File: config.mk
export PLATFORM = sky130hd
export DESIGN_NAME = pipelined_adder
export DESIGN_NICKNAME = d
export VERILOG_FILES = /design/src/rtl/pipelined_adder.sv
export SDC_FILE = /design/constraint.sdc
export NUM_CORES = 1
export LEC_CHECK = 0
export ABC_CLOCK_PERIOD_IN_PS = 7800
export CORE_MARGIN = 2
export CORE_UTILIZATION = 30
export CTS_CLUSTER_DIAMETER = 80
export DETAILED_ROUTE_END_ITERATION = 8
export DONT_BUFFER_PORTS = 1
export PLACE_DENSITY = 0.49
export SYNTH_ARGS = -nofsm -noshare
export SYNTH_HDL_FRONTEND = slang
export SYNTH_SLANG_ARGS = --single-unit
File: constraint.sdc
create_clock -name clk -period 7.8 [get_ports clk]
set_clock_uncertainty 0.2 [all_clocks]
set_input_delay 1.17 -clock clk [delete_from_list [all_inputs] [get_ports clk]]
set_output_delay 1.17 -clock clk [all_outputs]
set_load 0.02 [all_outputs]
File: src/rtl/pipelined_adder.sv
// pipelined_adder: WIDTH-bit ripple adder/subtractor split into STAGES chunks, one chunk per cycle,
// with a global valid/ready stall so the downstream normaliser can hold the whole pipe.
module pipelined_adder #(
  parameter int WIDTH  = 32,
  parameter int STAGES = 4
) (
  input  logic             clk,
  input  logic             rst,
  input  logic             in_valid,
  output logic             in_ready,
  input  logic [WIDTH-1:0] a,
  input  logic [WIDTH-1:0] b,
  input  logic             cin,
  input  logic             sub,
  output logic             out_valid,
  input  logic             out_ready,
  output logic [WIDTH-1:0] sum,
  output logic             cout,
  output logic             overflow
);
  localparam int CW = WIDTH / STAGES;
  logic advance;
  logic ov_d, ov_q;
  for (genvar k = 0; k < STAGES; k++) begin : g_stage
    logic [WIDTH-1:0] a_i, b_i, s_i, a_d, a_q, b_d, b_q, s_d, s_q;
    logic c_i, v_i, c_d, c_q, v_d, v_q;
    logic [CW:0] cy;
    if (k == 0) begin : g_src
      always_comb begin
        a_i = a;
        b_i = b ^ {WIDTH{sub}};
        s_i = '0;
        c_i = cin ^ sub;
        v_i = in_valid;
      end
    end else begin : g_src
      always_comb begin
        a_i = g_stage[k-1].a_q;
        b_i = g_stage[k-1].b_q;
        s_i = g_stage[k-1].s_q;
        c_i = g_stage[k-1].c_q;
        v_i = g_stage[k-1].v_q;
      end
    end
    // Operands travel whole so upper chunks stay aligned; finished lower sum chunks ride along.
    always_comb begin
      s_d   = s_i;
      cy[0] = c_i;
      for (int j = 0; j < CW; j++) begin
        s_d[k*CW+j] = a_i[k*CW+j] ^ b_i[k*CW+j] ^ cy[j];
        cy[j+1]     = (a_i[k*CW+j] & b_i[k*CW+j]) | (cy[j] & (a_i[k*CW+j] ^ b_i[k*CW+j]));
      end
      a_d = a_i;
      b_d = b_i;
      c_d = cy[CW];
      v_d = v_i;
    end
    always_ff @(posedge clk) begin
      if (rst) begin
        a_q <= '0;
        b_q <= '0;
        s_q <= '0;
        c_q <= 1'b0;
        v_q <= 1'b0;
      end else if (advance) begin
        a_q <= a_d;
        b_q <= b_d;
        s_q <= s_d;
        c_q <= c_d;
        v_q <= v_d;
      end
    end
    if (k == STAGES - 1) begin : g_sink
      logic unused_ab;
      always_comb unused_ab = ^{a_q, b_q};
    end
  end
  always_comb begin
    out_valid = g_stage[STAGES-1].v_q;
    sum       = g_stage[STAGES-1].s_q;
    cout      = g_stage[STAGES-1].c_q;
    overflow  = ov_q;
    advance   = !out_valid || out_ready;
    in_ready  = advance;
    ov_d      = g_stage[STAGES-1].cy[CW] ^ g_stage[STAGES-1].cy[CW-1];
  end
  always_ff @(posedge clk) begin
    if (rst) ov_q <= 1'b0;
    else if (advance) ov_q <= ov_d;
  end
endmodule

* Word level (Yosys, flattened, before mapping)
Index checks and enable logic that the tools add are counted.
** Word-level totals
- Input bits :: 70
- Bits in registers :: 281
- Logic and storage cells :: 184
- Output and inout port bits :: 36
** Cells by class
- Reduce and logical (&&, ||, !) cells :: 2
- Bitwise operators :: 163
** Operator list (count)
- $xor 1x1->1 :: 66
- $and 1x1->1 :: 64
- $or 1x1->1 :: 32
- $xor 32x32->32 :: 1
- $logic_not 1->1 :: 1
- $logic_or 1x1->1 :: 1

* Longest topological paths before layout
- Depth after elaboration :: 18
- Mapped depth :: 15
- Depth with buffers taken out :: 14

* Worst setup path after synthesis
Ideal clock, no wire load.
- Path kind :: input -> register
- Start :: input port sub
- End :: register g_stage[0].s_q[7]
- Path slack :: 2.705 ns
- Stages on the path :: 15
- Data required time :: 7.462 ns
- Buffers on the path :: 2
- Setup time :: 0.138 ns
- Arrival time :: 4.757 ns
- Cell sequence :: buf_4 -> buf_4 -> xor2_1 -> fa_1 -> inv_1 -> fa_1 -> fa_1 -> fa_1 -> fa_1 -> fa_1 -> fa_1 -> inv_1 -> fa_1 -> nand2_1 -> a21oi_1
** Between the ends
- Longest elaborated chain between the ends :: 17
- Elaborated cells on any way between the ends :: 32
- Classes of those cells :: bitwise: 32
** Ends and longest elaborated chain
- start: declaration :: RTL line 14 : input logic sub,
- $xor 32x32->32 :: RTL line 31 : b_i = b ^ {WIDTH{sub}};
- $xor 1x1->1 :: RTL line 51 : cy[j+1] = (a_i[k*CW+j] & b_i[k*CW+j]) | (cy[j] & (a_i[k*CW+j] ^ b_i[k*CW+j]));
- $and 1x1->1 :: RTL line 51
- $or 1x1->1 :: RTL line 51
- $and 1x1->1 :: RTL line 51
- $or 1x1->1 :: RTL line 51
- $and 1x1->1 :: RTL line 51
- $or 1x1->1 :: RTL line 51
- [... 2 more ...]
- $and 1x1->1 :: RTL line 51
- $or 1x1->1 :: RTL line 51
- $and 1x1->1 :: RTL line 51
- $or 1x1->1 :: RTL line 51
- $and 1x1->1 :: RTL line 51
- $or 1x1->1 :: RTL line 51
- $xor 1x1->1 (*) :: RTL line 50 : s_d[k*CW+j] = a_i[k*CW+j] ^ b_i[k*CW+j] ^ cy[j];
- net g_stage[0].s_d[7] :: RTL line 25 : logic [WIDTH-1:0] a_i, b_i, s_i, a_d, a_q, b_d, b_q, s_d, s_q;
- end signal: assignment :: RTL line 62 : s_q <= '0;
- end signal: assignment :: RTL line 68 : s_q <= s_d;
- end: declaration :: RTL line 25
The timed path passes the listed nets; every way through them passes the cells marked *.
A chain may end at the register's enable or synchronous reset.

* Worst setup path after layout
Ends and elaborated chain as after synthesis.

==> summary by stage <==
Logic synthesis
After synthesis, the netlist uses 18 different library cells. The synthesized area is 7646 um2. Of the synthesized area, sequential elements account for 48.44%.

Of all cell types, the one taking the most synthesized area is sky130_fd_sc_hd__dfxtp_1. After synthesis, the mean cell area works out to 8.860 um2. The number of nets in the synthesized netlist is 965.

Counting every instance in the synthesized netlist gives about 860. Summed over its instances, the top area cell type makes up 48.44% of the synthesized netlist area. Ranked by total cell area, the synthesized netlist is headed by sky130_fd_sc_hd__dfxtp_1 48%, sky130_fd_sc_hd__nand2_1 14%, sky130_fd_sc_hd__a21oi_1 9.5%, sky130_fd_sc_hd__fa_1 8.4%, sky130_fd_sc_hd__a211oi_2 6.1%. Counting flops and latches in the post-synthesis netlist gives 185. The yosys synthesis warning count is 0.

Finish
The repair_antennas step left the layout with diodes totalling 0. In the final layout, the share of cells above drive strength 1 is 8.894%. The most frequent standard cell in the layout excluding fill and tap cells is sky130_fd_sc_hd__nand2_1. The finished cells cover ~8300 um2.

Relative to the synthesized area, the layout overhead comes to 8.149%. Fill cells in the final layout number 2710. The final layout contains 921 nets. In the layout the commonest cells are 290 x sky130_fd_sc_hd__nand2_1, 185 x sky130_fd_sc_hd__dfxtp_1, 145 x sky130_fd_sc_hd__a21oi_1.

Clock network
TritonCTS built the clock tree. The number of levels in the clock H-tree is 4. Clock tree synthesis inserted a total of 17 buffers. Buffers inserted to repair hold after CTS numbered 0. After clock tree synthesis, the setup repair step added 0 buffers. The latest clock arrival within the worst-skew pair is about 0.42 ns. Clock tree synthesis selected as its root buffer the cell sky130_fd_sc_hd__clkbuf_16. After clock tree synthesis, the clock-pin slew on the worst setup and hold paths is 0.08 ns. The longest clock path from root to sink contains 2 buffers.

CTS saw 185 sinks. Post-CTS repair changed the size of 0 cells.

Power
Net switching is 25.64% of the power. The total power per unit cell area is about 250 nW/um2. The clock network accounts for 42.6% of the total power.

The power share of the combinational group is 6.8%. The portion of total power attributed to sequential cells is 50.6%. VDD sags by at most 120.2 uV. For this design the total switching power over the nets is between 500 and 600 uW.

The internal power is around 1.5 mW. The cell leakage power is 3.066 nW.

Timing
For this run, the top clock speed supported by timing is 224.0 MHz. The count of final hold-check violations is 0. The ratio of final minimum period to clock period is 57.24%. In this run the tightest slew margin relative to its limit is 36.22%. Subtracting the final worst setup slack from the clock period gives 4.465 ns. For the pin with the worst max-slew slack, the measured transition is 0.9567 ns. Setup violations remaining at the end of the flow were counted as 0. The count of pins over their slew limit is 0. Setup repair after global routing left no endpoint under its margin. The setup TNS is 0 ns.

Floorplanning
The initial utilization of the core area, before any placement, comes to 30.45%. The floorplan step defined a die boundary enclosing around 27000 um2. The floorplan step defined a core boundary enclosing 25110 um2. The height of the chip is 163.6 um. The standard-cell row count is 58. The number of primary I/O pins is approximately 110. The x dimension of the die is roughly 160 um.

Place
After detailed placement, the total cell area comes to 7657 um2. The placed wire-length estimate after detailed placement is 10.00 mm. The global placement routability congestion is 0.6742. Port buffering added 0 buffers.

Worst setup path
Setup slack on the worst reg-to-reg path comes out at 3.82 ns. The critical path start-end classification is input pin to flop. In this run the critical register-to-register path is captured at g_stage[2].s_q[23]$_SDFFE_PP0P_. In this run the worst path has a maximum fanout of 33. The worst setup path is captured at a flop.

For the worst setup path, the data arrival time is 4.54 ns. The launch instance of the worst register-to-register path is g_stage[1].a_q[16]$_SDFFE_PP0P_. Data on the critical path is required at its endpoint by slightly below 8 ns. For the worst flop-to-flop path, the logic depth is 12.

The worst setup path is launched from an input pin.

Global routing
The wire length of the first global-routing pass is between 20 and 30 mm. The total routing usage reported by global routing is 12.48%. The largest net degree at the start of global routing is 186.

The final global-route overflow total is 0. The initial antenna violation count is 0. The number of global-route vias before repair is 4739.

Detailed routing
The routed wirelength normalized by instance count is 14.07 um. The number of optimization iterations in the first detailed-route pass is 4. For this run, design rule violations remaining after detail routing come to 0.

The detailed router finished its first iteration with 349 violations. The detailed route wirelength on metal2 is 6.902 mm. In this run the top signal layer used is met4. The routed via count is 5058. Dividing the detail-routed via count by the number of cells gives 4.353. The residual antenna-violating net count after detailed routing is 0. The aggregate routed wire length is 16.35 mm. The met1 wire length is 8.414 mm. In the detailed route, the total length drawn on met3 is 880 um.

Worst hold path
The worst hold path passes through 2 cells. The origin of the worst min-delay path is g_stage[1].s_q[2]$_SDFFE_PP0P_. The end of the worst hold path is g_stage[2].s_q[2]$_SDFFE_PP0P_. The tightest min-delay check is of the flop to flop type.

Job
The number of violations of the max-capacitance limit is 0.

Status
The flow ran to the end, and the final reports show no timing, DRC or antenna violations.
[sequential cells by signal, summed over array words and instances, names as in the netlist]
name         cells
g_stage.c_q      3
g_stage.s_q     48
g_stage.b_q     48
out_valid        1
cout             1
g_stage.v_q      3
g_stage.a_q     48
sum             32
overflow         1
[how the worst max path moves through the flow]
stage          startpoint                              to
2_1_floorplan         sub  g_stage[0].s_q[7]$_SDFFE_PP0P_
3_3_place_gp          sub  g_stage[0].s_q[7]$_SDFFE_PP0P_
3_5_place_dp          sub  g_stage[0].s_q[7]$_SDFFE_PP0P_
4_1_cts               sub  g_stage[0].s_q[7]$_SDFFE_PP0P_
5_1_grt               sub  g_stage[0].s_q[7]$_SDFFE_PP0P_
6_report              sub  g_stage[0].s_q[7]$_SDFFE_PP0P_
[layout make-up]
type	instances	area (um2)	area share (%)
clock buffers	18	439.2	5.311
clock inverters	14	172.7	2.088
inverters	30	120.1	1.453
multi-input cells	582	3398	41.10
flip-flops and latches	185	3704	44.79
well taps	330	412.9	4.993
repair buffers	3	22.52	0.2724
[cell families after synthesis]
logic type	share of synthesized area [%]
buf+inv	7.118
flops	48.44
fa+ha+maj	8.378
xor+xnor	3.895
compound gates	15.74
simple gates	16.43
[through the flow]
stage / hold slack [ns] / power (mW) / util, % / worst slack (ns) / instances
3_3_place_gp: 0.2378 / 1.219 / 30.50 / 2.958 / 1130
6_report: 0.2493 / 2.082 / 32.93 / 3.335 / 1162
4_1_cts: 0.2421 / 2.117 / 32.93 / 3.353 / 1162
5_1_grt: 0.2657 / 2.190 / 32.93 / 3.239 / 1162
3_5_place_dp: 0.2393 / 1.220 / 30.50 / 2.910 / 1130
2_1_floorplan: 0.2319 / 1.203 / - / 2.705 / 863
[Yosys cell counts]
library cell               count
sky130_fd_sc_hd__nand2_1     290
sky130_fd_sc_hd__clkbuf_4      2
sky130_fd_sc_hd__a211oi_1      2
sky130_fd_sc_hd__buf_2        16
sky130_fd_sc_hd__dfxtp_1     185
sky130_fd_sc_hd__buf_1         1
sky130_fd_sc_hd__nor2b_4       1
sky130_fd_sc_hd__nor2_1       41
sky130_fd_sc_hd__buf_4        11
sky130_fd_sc_hd__a211oi_2     37
sky130_fd_sc_hd__fa_1         32
sky130_fd_sc_hd__clkbuf_1     21
sky130_fd_sc_hd__xnor2_1      29
sky130_fd_sc_hd__inv_1        29
sky130_fd_sc_hd__xor2_1        5
sky130_fd_sc_hd__inv_4         1
sky130_fd_sc_hd__a21oi_1     145
sky130_fd_sc_hd__buf_6        15
[power by group through the flow]
stage               Clock, mW  Sequential, mW  Combinational, mW
finish                  0.888            1.05              0.141
global route            0.961            1.06              0.166
CTS                     0.917            1.05              0.145
detailed placement          0            1.08              0.143
global placement            0            1.08              0.142
floorplan                   0            1.07              0.138
[layer usage]
metal	GRT usage, %	vias to the layer above
li1	-	2667
met1	18.42	2314
met2	17.27	70
met3	4.012	7
met4	3.469	0
met5	0	-
[worst max-delay path, cell delays in order]
cell                      delay [ns]
sky130_fd_sc_hd__xor2_1         0.19
sky130_fd_sc_hd__fa_1           0.19
sky130_fd_sc_hd__inv_1          0.05
sky130_fd_sc_hd__fa_1           0.40
sky130_fd_sc_hd__fa_1           0.39
sky130_fd_sc_hd__fa_1           0.39
sky130_fd_sc_hd__fa_1           0.38
sky130_fd_sc_hd__fa_1           0.38
sky130_fd_sc_hd__fa_1           0.37
sky130_fd_sc_hd__inv_1          0.07
sky130_fd_sc_hd__fa_1           0.40
sky130_fd_sc_hd__nand2_1        0.07
sky130_fd_sc_hd__a21oi_1        0.08
(Power assumes the default switching activity.)
